==> config.mk <==
export PLATFORM = sky130hd
export DESIGN_NAME = vram_write_scheduler
export DESIGN_NICKNAME = d
export VERILOG_FILES = /design/src/rtl/vram_write_scheduler.sv
export SDC_FILE = /design/constraint.sdc
export NUM_CORES = 1
export LEC_CHECK = 0
export ABC_AREA = 1
export BUFFER_PORTS_ARGS = -buffer_cell sky130_fd_sc_hd__buf_2
export CORE_ASPECT_RATIO = 0.9
export CORE_UTILIZATION = 49
export CTS_CLUSTER_SIZE = 8
export DETAILED_ROUTE_END_ITERATION = 12
export PLACE_DENSITY = 0.79
export SLEW_MARGIN = 0
export SYNTH_ARGS = -nofsm -noshare
export SYNTH_HDL_FRONTEND = slang
export SYNTH_SLANG_ARGS = --single-unit
==> constraint.sdc <==
create_clock -name gpu_clk -period 2.8 [get_ports gpu_clk]
set_input_delay 0.28 -clock gpu_clk [delete_from_list [all_inputs] [get_ports gpu_clk]]
set_output_delay 0.28 -clock gpu_clk [all_outputs]
set_load 0.01 [all_outputs]
==> src/rtl/vram_write_scheduler.sv <==
// VRAM write scheduler: buffers CPU VRAM writes in a FIFO and replays them into
// the GPU VRAM write port only while the video timing reports a writable window.

package mapache64;
   typedef logic [11:0] vram_address_t;
   typedef logic [7:0]  data_t;
endpackage

module vram_write_scheduler
   import mapache64::*;
#(
   parameter  int DEPTH = 16,
   localparam int CW    = $clog2(DEPTH + 1)
) (
   input  logic          gpu_clk,
   input  logic          rst_n,
   input  logic          wen_i,
   input  vram_address_t address_i,
   input  data_t         data_i,
   input  logic [4:0]    select_i,
   input  vram_address_t rd_address_i,
   input  logic [4:0]    rd_select_i,
   input  logic          writable_i,
   input  logic          bypass_i,
   input  logic          clr_overflow_i,
   output logic          wen_o,
   output vram_address_t address_o,
   output data_t         data_o,
   output logic [4:0]    select_o,
   output logic          ready_o,
   output logic [CW-1:0] count_o,
   output logic          overflow_o,
   output logic          hazard_o
);

   localparam int PW = $clog2(DEPTH);

   typedef struct packed {
      logic [4:0]    select;
      vram_address_t address;
      data_t         data;
   } entry_t;

   typedef enum logic {
      S_IDLE,
      S_DRAIN
   } state_t;

   state_t          r_state;
   state_t          w_state_next;
   entry_t          r_mem [DEPTH];
   entry_t          r_out;
   logic [PW-1:0]   r_wr_ptr;
   logic [PW-1:0]   r_rd_ptr;
   logic [CW-1:0]   r_count;
   logic            r_overflow;

   logic            w_push;
   logic            w_full;
   logic            w_drain;
   logic            w_push_ok;
   logic            w_drop;
   logic            w_hazard;
   logic [PW-1:0]   w_offset [DEPTH];
   logic [DEPTH-1:0] w_valid;

   assign w_push    = wen_i & (|select_i);
   assign w_full    = (r_count == CW'(DEPTH));
   assign w_drain   = (writable_i | bypass_i) & (r_count != '0);
   // A full FIFO still accepts a push when the head leaves on the same edge.
   assign w_push_ok = w_push & (~w_full | w_drain);
   assign w_drop    = w_push & w_full & ~w_drain;

   // NOTE: storage has no reset; entries are only read once the pointers mark them valid.
   always_ff @(posedge gpu_clk) begin
      if (w_push_ok) begin
         r_mem[r_wr_ptr] <= '{select: select_i, address: address_i, data: data_i};
      end
   end

   // NOTE: sequential state uses non-blocking assignments so every register samples pre-edge values.
   always_ff @(posedge gpu_clk or negedge rst_n) begin
      if (!rst_n) begin
         r_wr_ptr <= '0;
         r_rd_ptr <= '0;
         r_count  <= '0;
      end else begin
         if (w_push_ok) begin
            r_wr_ptr <= r_wr_ptr + PW'(1);
         end
         if (w_drain) begin
            r_rd_ptr <= r_rd_ptr + PW'(1);
         end
         unique case ({w_push_ok, w_drain})
            2'b10:   r_count <= r_count + CW'(1);
            2'b01:   r_count <= r_count - CW'(1);
            default: r_count <= r_count;
         endcase
      end
   end

   always_ff @(posedge gpu_clk or negedge rst_n) begin
      if (!rst_n) begin
         r_out <= '0;
      end else if (w_drain) begin
         r_out <= r_mem[r_rd_ptr];
      end
   end

   always_ff @(posedge gpu_clk or negedge rst_n) begin
      if (!rst_n) begin
         r_overflow <= 1'b0;
      end else if (w_drop) begin
         r_overflow <= 1'b1;
      end else if (clr_overflow_i) begin
         r_overflow <= 1'b0;
      end
   end

   always_ff @(posedge gpu_clk or negedge rst_n) begin
      if (!rst_n) begin
         r_state <= S_IDLE;
      end else begin
         r_state <= w_state_next;
      end
   end

   // NOTE: combinational blocks assign a default first so no path can infer a latch.
   always_comb begin
      w_state_next = r_state;
      unique case (r_state)
         S_IDLE:  if (w_drain)  w_state_next = S_DRAIN;
         S_DRAIN: if (!w_drain) w_state_next = S_IDLE;
         default: w_state_next = S_IDLE;
      endcase
   end

   // Slot i is pending when its distance from the read pointer is below the count.
   always_comb begin
      for (int i = 0; i < DEPTH; i++) begin
         w_offset[i] = PW'(i) - r_rd_ptr;
         w_valid[i]  = (CW'(w_offset[i]) < r_count);
      end
   end

   always_comb begin
      w_hazard = 1'b0;
      for (int i = 0; i < DEPTH; i++) begin
         if (w_valid[i] && (r_mem[i].select == rd_select_i)
                        && (r_mem[i].address == rd_address_i)) begin
            w_hazard = 1'b1;
         end
      end
      w_hazard = w_hazard & (|rd_select_i);
   end

   assign wen_o      = (r_state == S_DRAIN);
   assign address_o  = r_out.address;
   assign data_o     = r_out.data;
   assign select_o   = r_out.select;
   assign ready_o    = ~w_full;
   assign count_o    = r_count;
   assign overflow_o = r_overflow;
   assign hazard_o   = w_hazard;

endmodule
==> impl_metrics.env <==
export IMPL_drv_slew=0
export IMPL_ioPinCount=82
export IMPL_finalInstanceArea_um2=26200
export IMPL_post_synth_top_area_cell="sky130_fd_sc_hd__edfxtp_1"
export IMPL_timing_fmax_ghz=0.302
export IMPL_detail_route_wirelength_um=68000
export IMPL_rows=74
export IMPL_worst_pin_slew_ns=1.07
export IMPL_clock_skew_final_ns=0.0356
export IMPL_register_bit_total_from_synthesis=440
export IMPL_global_route_overflow_total=0
export IMPL_post_syn_instances=2360
export IMPL_via_count=18312
export IMPL_placeableCoreArea_um2=45600
export IMPL_worst_ep_required_time_ns=2.52
export IMPL_tritoncts="built"
export IMPL_pwr_density_cell_nw_per_um2=983
export IMPL_synth_largest_type_area_fraction=0.528
export IMPL_die_height_um=206
export IMPL_cp_start_kind="flip-flop"
export IMPL_pre_cts_slack_ns=-0.0969
export IMPL_avgRoutedWirePerCell_um=21.6
export IMPL_peakVddDrop_uv=636
export IMPL_min_period_ns=3.32
export IMPL_cellLeakagePower_uw=0.0102
export IMPL_gp_congestion=0.979
export IMPL_synth_area_um2=22800
export IMPL_fp_dieW_um=229
export IMPL_max_slew_margin=0.286
export IMPL_place_hpwl_um=43700
export IMPL_antenna_found_initial=0
export IMPL_final_hold_violation_count=0
export IMPL_portBuffers=81
export IMPL_synth_warning_count=0
export IMPL_yosysUniqueCellTypes=42
export IMPL_fraction_of_the_core_area_covered_by_cells_at_the_end_of_the_flow=0.575
export IMPL_placedInstanceArea_um2=24100
export IMPL_drt_initial_drc_count=2610
export IMPL_post_drt_via_cell_ratio=5.83
export IMPL_critical_path_class="flip-flop to output port"
export IMPL_cap_violations=0
export IMPL_synthTopCellsByArea="sky130_fd_sc_hd__edfxtp_1, sky130_fd_sc_hd__nand2_1, sky130_fd_sc_hd__nor2_1"
export IMPL_layout_setup_ws_ns=-0.516
export IMPL_fraction_of_layout_instances_using_a_drive_strength_above_1=0.133
export IMPL_setup_tns_ns=-0.516
export IMPL_pre_repair_dr_iteration_count=6
export IMPL_clock_insertion_delay_worst_skew_ns=0.65
export IMPL_numCtsBuffers=61
export IMPL_p_total_uw=25700
export IMPL_synth_seq_area_share=0.572
export IMPL_antenna_diode_count=0
export IMPL_grt_total_usage=0.287
export IMPL_postRouteAntennaNets=0
export IMPL_die_area_um2=47300
export IMPL_clock_sinks=440
export IMPL_layout_common_cells="sky130_fd_sc_hd__nand2_1, sky130_fd_sc_hd__edfxtp_1, sky130_fd_sc_hd__nor2_1"
export IMPL_synthesis_area_per_instance_um2=9.64
export IMPL_layout_nets=2578
export IMPL_setup_violations_final=1
export IMPL_arrival_worst_endpoint_ns=3.04
export IMPL_cts_root_buffer_cell="sky130_fd_sc_hd__clkbuf_16"
export IMPL_failed_checks="setup timing"
export IMPL_clock_tree_buffer_depth=3
export IMPL_synthToLayoutAreaGrowth_pct=15.1
export IMPL_detail_route_drc_violations=0
export IMPL_first_pass_grt_wire_length_um=103000
export IMPL_worst_setup_hold_path_clk_slew_ns=0.06
export IMPL_nFillCells=3732
export IMPL_rsz_0062_raised_after_global_routing="yes"
export IMPL_endpoint_kind="output port"
export IMPL_status="finished with violations"
export IMPL_fin_crit_sh=1.18
export IMPL_grt_start_max_net_pins=219
export IMPL_cts_htree_levels=2
export IMPL_synth_nets=2453
export IMPL_layout_cells_most_common="sky130_fd_sc_hd__nand2_1"
export IMPL_initial_core_utilization=0.500
export IMPL_holdCritPathClass="primary input to flip-flop"
export IMPL_path_max_fanout=15
export IMPL_vias_in_the_first_global_route=17710
[kinds of logic (layout without fill, tap and decap cells)]
| kind of cell | Yosys count | count (layout) | synth area share |
|---|---|---|---|
| fa+ha+maj | 45 | 45 | 0.0251 |
| compound gates | 428 | 428 | 0.104 |
| flops | 440 | 440 | 0.572 |
| xor+xnor | 157 | 157 | 0.0604 |
| simple gates | 975 | 975 | 0.171 |
| buf+inv | 315 | 490 | 0.0678 |
[what timing repair did]
item                       4_1_cts  5_1_grt
setup endpoints to repair        2        3
hold buffers                     3        0
buffers inserted                 5        3
pin swaps                       14       18
hold endpoints to repair        25        0
gates resized for setup         16       34
[report_power, final]
part           total (uW)  internal [uW]  leakage (uW)  switching [uW]
Combinational       10100           3380       0.00529            6740
Sequential           8570           8060       0.00408             511
Clock                7030           4210      0.000859            2820
[final timing paths]
path | endpoint | from | slack, ns | cells past startpoint
worst max-delay path | hazard_o | r_rd_ptr[1] | -0.52 | 15
worst min-delay path | r_mem[11][11] | address_i[3] | 0.02 | 1
worst max register to register | select_o[0] | r_rd_ptr[1] | 0.12 | 6
worst min register to register | count_o[1] | count_o[1] | 0.58 | 2
max in group asynchronous | r_rd_ptr[1] | rst_n | 1.85 | 2
min in group asynchronous | address_o[0] | rst_n | 0.31 | 2
[sequential cells by signal, summed over array words and instances (netlist names)]
name,count
address_o,12
count_o,5
data_o,8
overflow_o,1
r_mem,400
r_rd_ptr,4
r_wr_ptr,4
select_o,5
wen_o,1
[cell usage after synthesis]
master                       n
sky130_fd_sc_hd__buf_6      17
sky130_fd_sc_hd__clkinv_1    1
sky130_fd_sc_hd__o21ai_0   221
sky130_fd_sc_hd__or2_2       5
sky130_fd_sc_hd__nand3b_1    1
sky130_fd_sc_hd__buf_1       4
sky130_fd_sc_hd__ha_1       44
sky130_fd_sc_hd__o22ai_1    44
sky130_fd_sc_hd__a21o_1      2
sky130_fd_sc_hd__a41oi_1    19
sky130_fd_sc_hd__xnor2_1    95
sky130_fd_sc_hd__o21ai_1    26
sky130_fd_sc_hd__nand2_2     3
sky130_fd_sc_hd__inv_8       1
sky130_fd_sc_hd__o21bai_1    1
sky130_fd_sc_hd__nand4_1    26
sky130_fd_sc_hd__o41ai_2     1
sky130_fd_sc_hd__inv_2      12
sky130_fd_sc_hd__nand2_1   535
sky130_fd_sc_hd__nor3_1      2
sky130_fd_sc_hd__dfrtp_1    40
sky130_fd_sc_hd__or2_0       1
sky130_fd_sc_hd__xor2_1     62
sky130_fd_sc_hd__fa_1        1
sky130_fd_sc_hd__a41oi_2     6
sky130_fd_sc_hd__buf_4      46
sky130_fd_sc_hd__o32ai_1     1
sky130_fd_sc_hd__o211ai_1    2
sky130_fd_sc_hd__a21oi_1   105
sky130_fd_sc_hd__buf_2      29
sky130_fd_sc_hd__nor2_1    316
sky130_fd_sc_hd__clkbuf_2    2
sky130_fd_sc_hd__inv_1     180
sky130_fd_sc_hd__inv_4       1
sky130_fd_sc_hd__or2_1       1
sky130_fd_sc_hd__clkbuf_1   21
sky130_fd_sc_hd__nand2_4     1
sky130_fd_sc_hd__edfxtp_1  400
sky130_fd_sc_hd__nor3_2      3
sky130_fd_sc_hd__nor2_4      1
sky130_fd_sc_hd__buf_8       1
sky130_fd_sc_hd__nand3_1    80
[cell type report]
cell class	instances	area (um2)	area share
Clock buffer	109	1730	0.0660
Clock inverter	4	85.1	0.00325
Tap cell	608	761	0.0291
Inverter	195	762	0.0291
Multi-Input combinational cell	1605	8500	0.325
Timing Repair Buffer	182	1330	0.0506
Sequential cell	440	13000	0.497
[critical path, stage by stage, from the launching register on]
cell and delay [ns]:
sky130_fd_sc_hd__dfrtp_4 0.53, sky130_fd_sc_hd__inv_8 0.10, sky130_fd_sc_hd__buf_4 0.26, sky130_fd_sc_hd__ha_1 0.33, sky130_fd_sc_hd__nor2_2 0.15, sky130_fd_sc_hd__nand3_1 0.07, sky130_fd_sc_hd__nor2_1 0.10, sky130_fd_sc_hd__nor2_1 0.06
sky130_fd_sc_hd__buf_4 0.12, sky130_fd_sc_hd__nand3_1 0.08, sky130_fd_sc_hd__nor2_1 0.05, sky130_fd_sc_hd__nor2_1 0.10, sky130_fd_sc_hd__nand3_1 0.11, sky130_fd_sc_hd__nor2_1 0.13, sky130_fd_sc_hd__nor2_2 0.06, sky130_fd_sc_hd__buf_2 0.15
[routing by layer]
layer / GRT usage / up-vias / wire, um / share of wire
met5: 0 / - / 0 / 0
li1: - / 8209 / - / -
met2: 0.442 / 1178 / 30500 / 0.45
met1: 0.386 / 8721 / 26700 / 0.39
met4: 0.139 / 0 / 3080 / 0.045
met3: 0.0633 / 204 / 7750 / 0.11
[stage by stage]
stage / hold slack (ns) / cells
floorplan: -0.0156 / 2360
global placement: 0.400 / 3020
detailed placement: 0.428 / 3020
CTS: 0.00189 / 3140
global route: 0.0271 / 3143
finish: 0.0172 / 3143
Note: power is estimated with default switching activity, not from simulation.
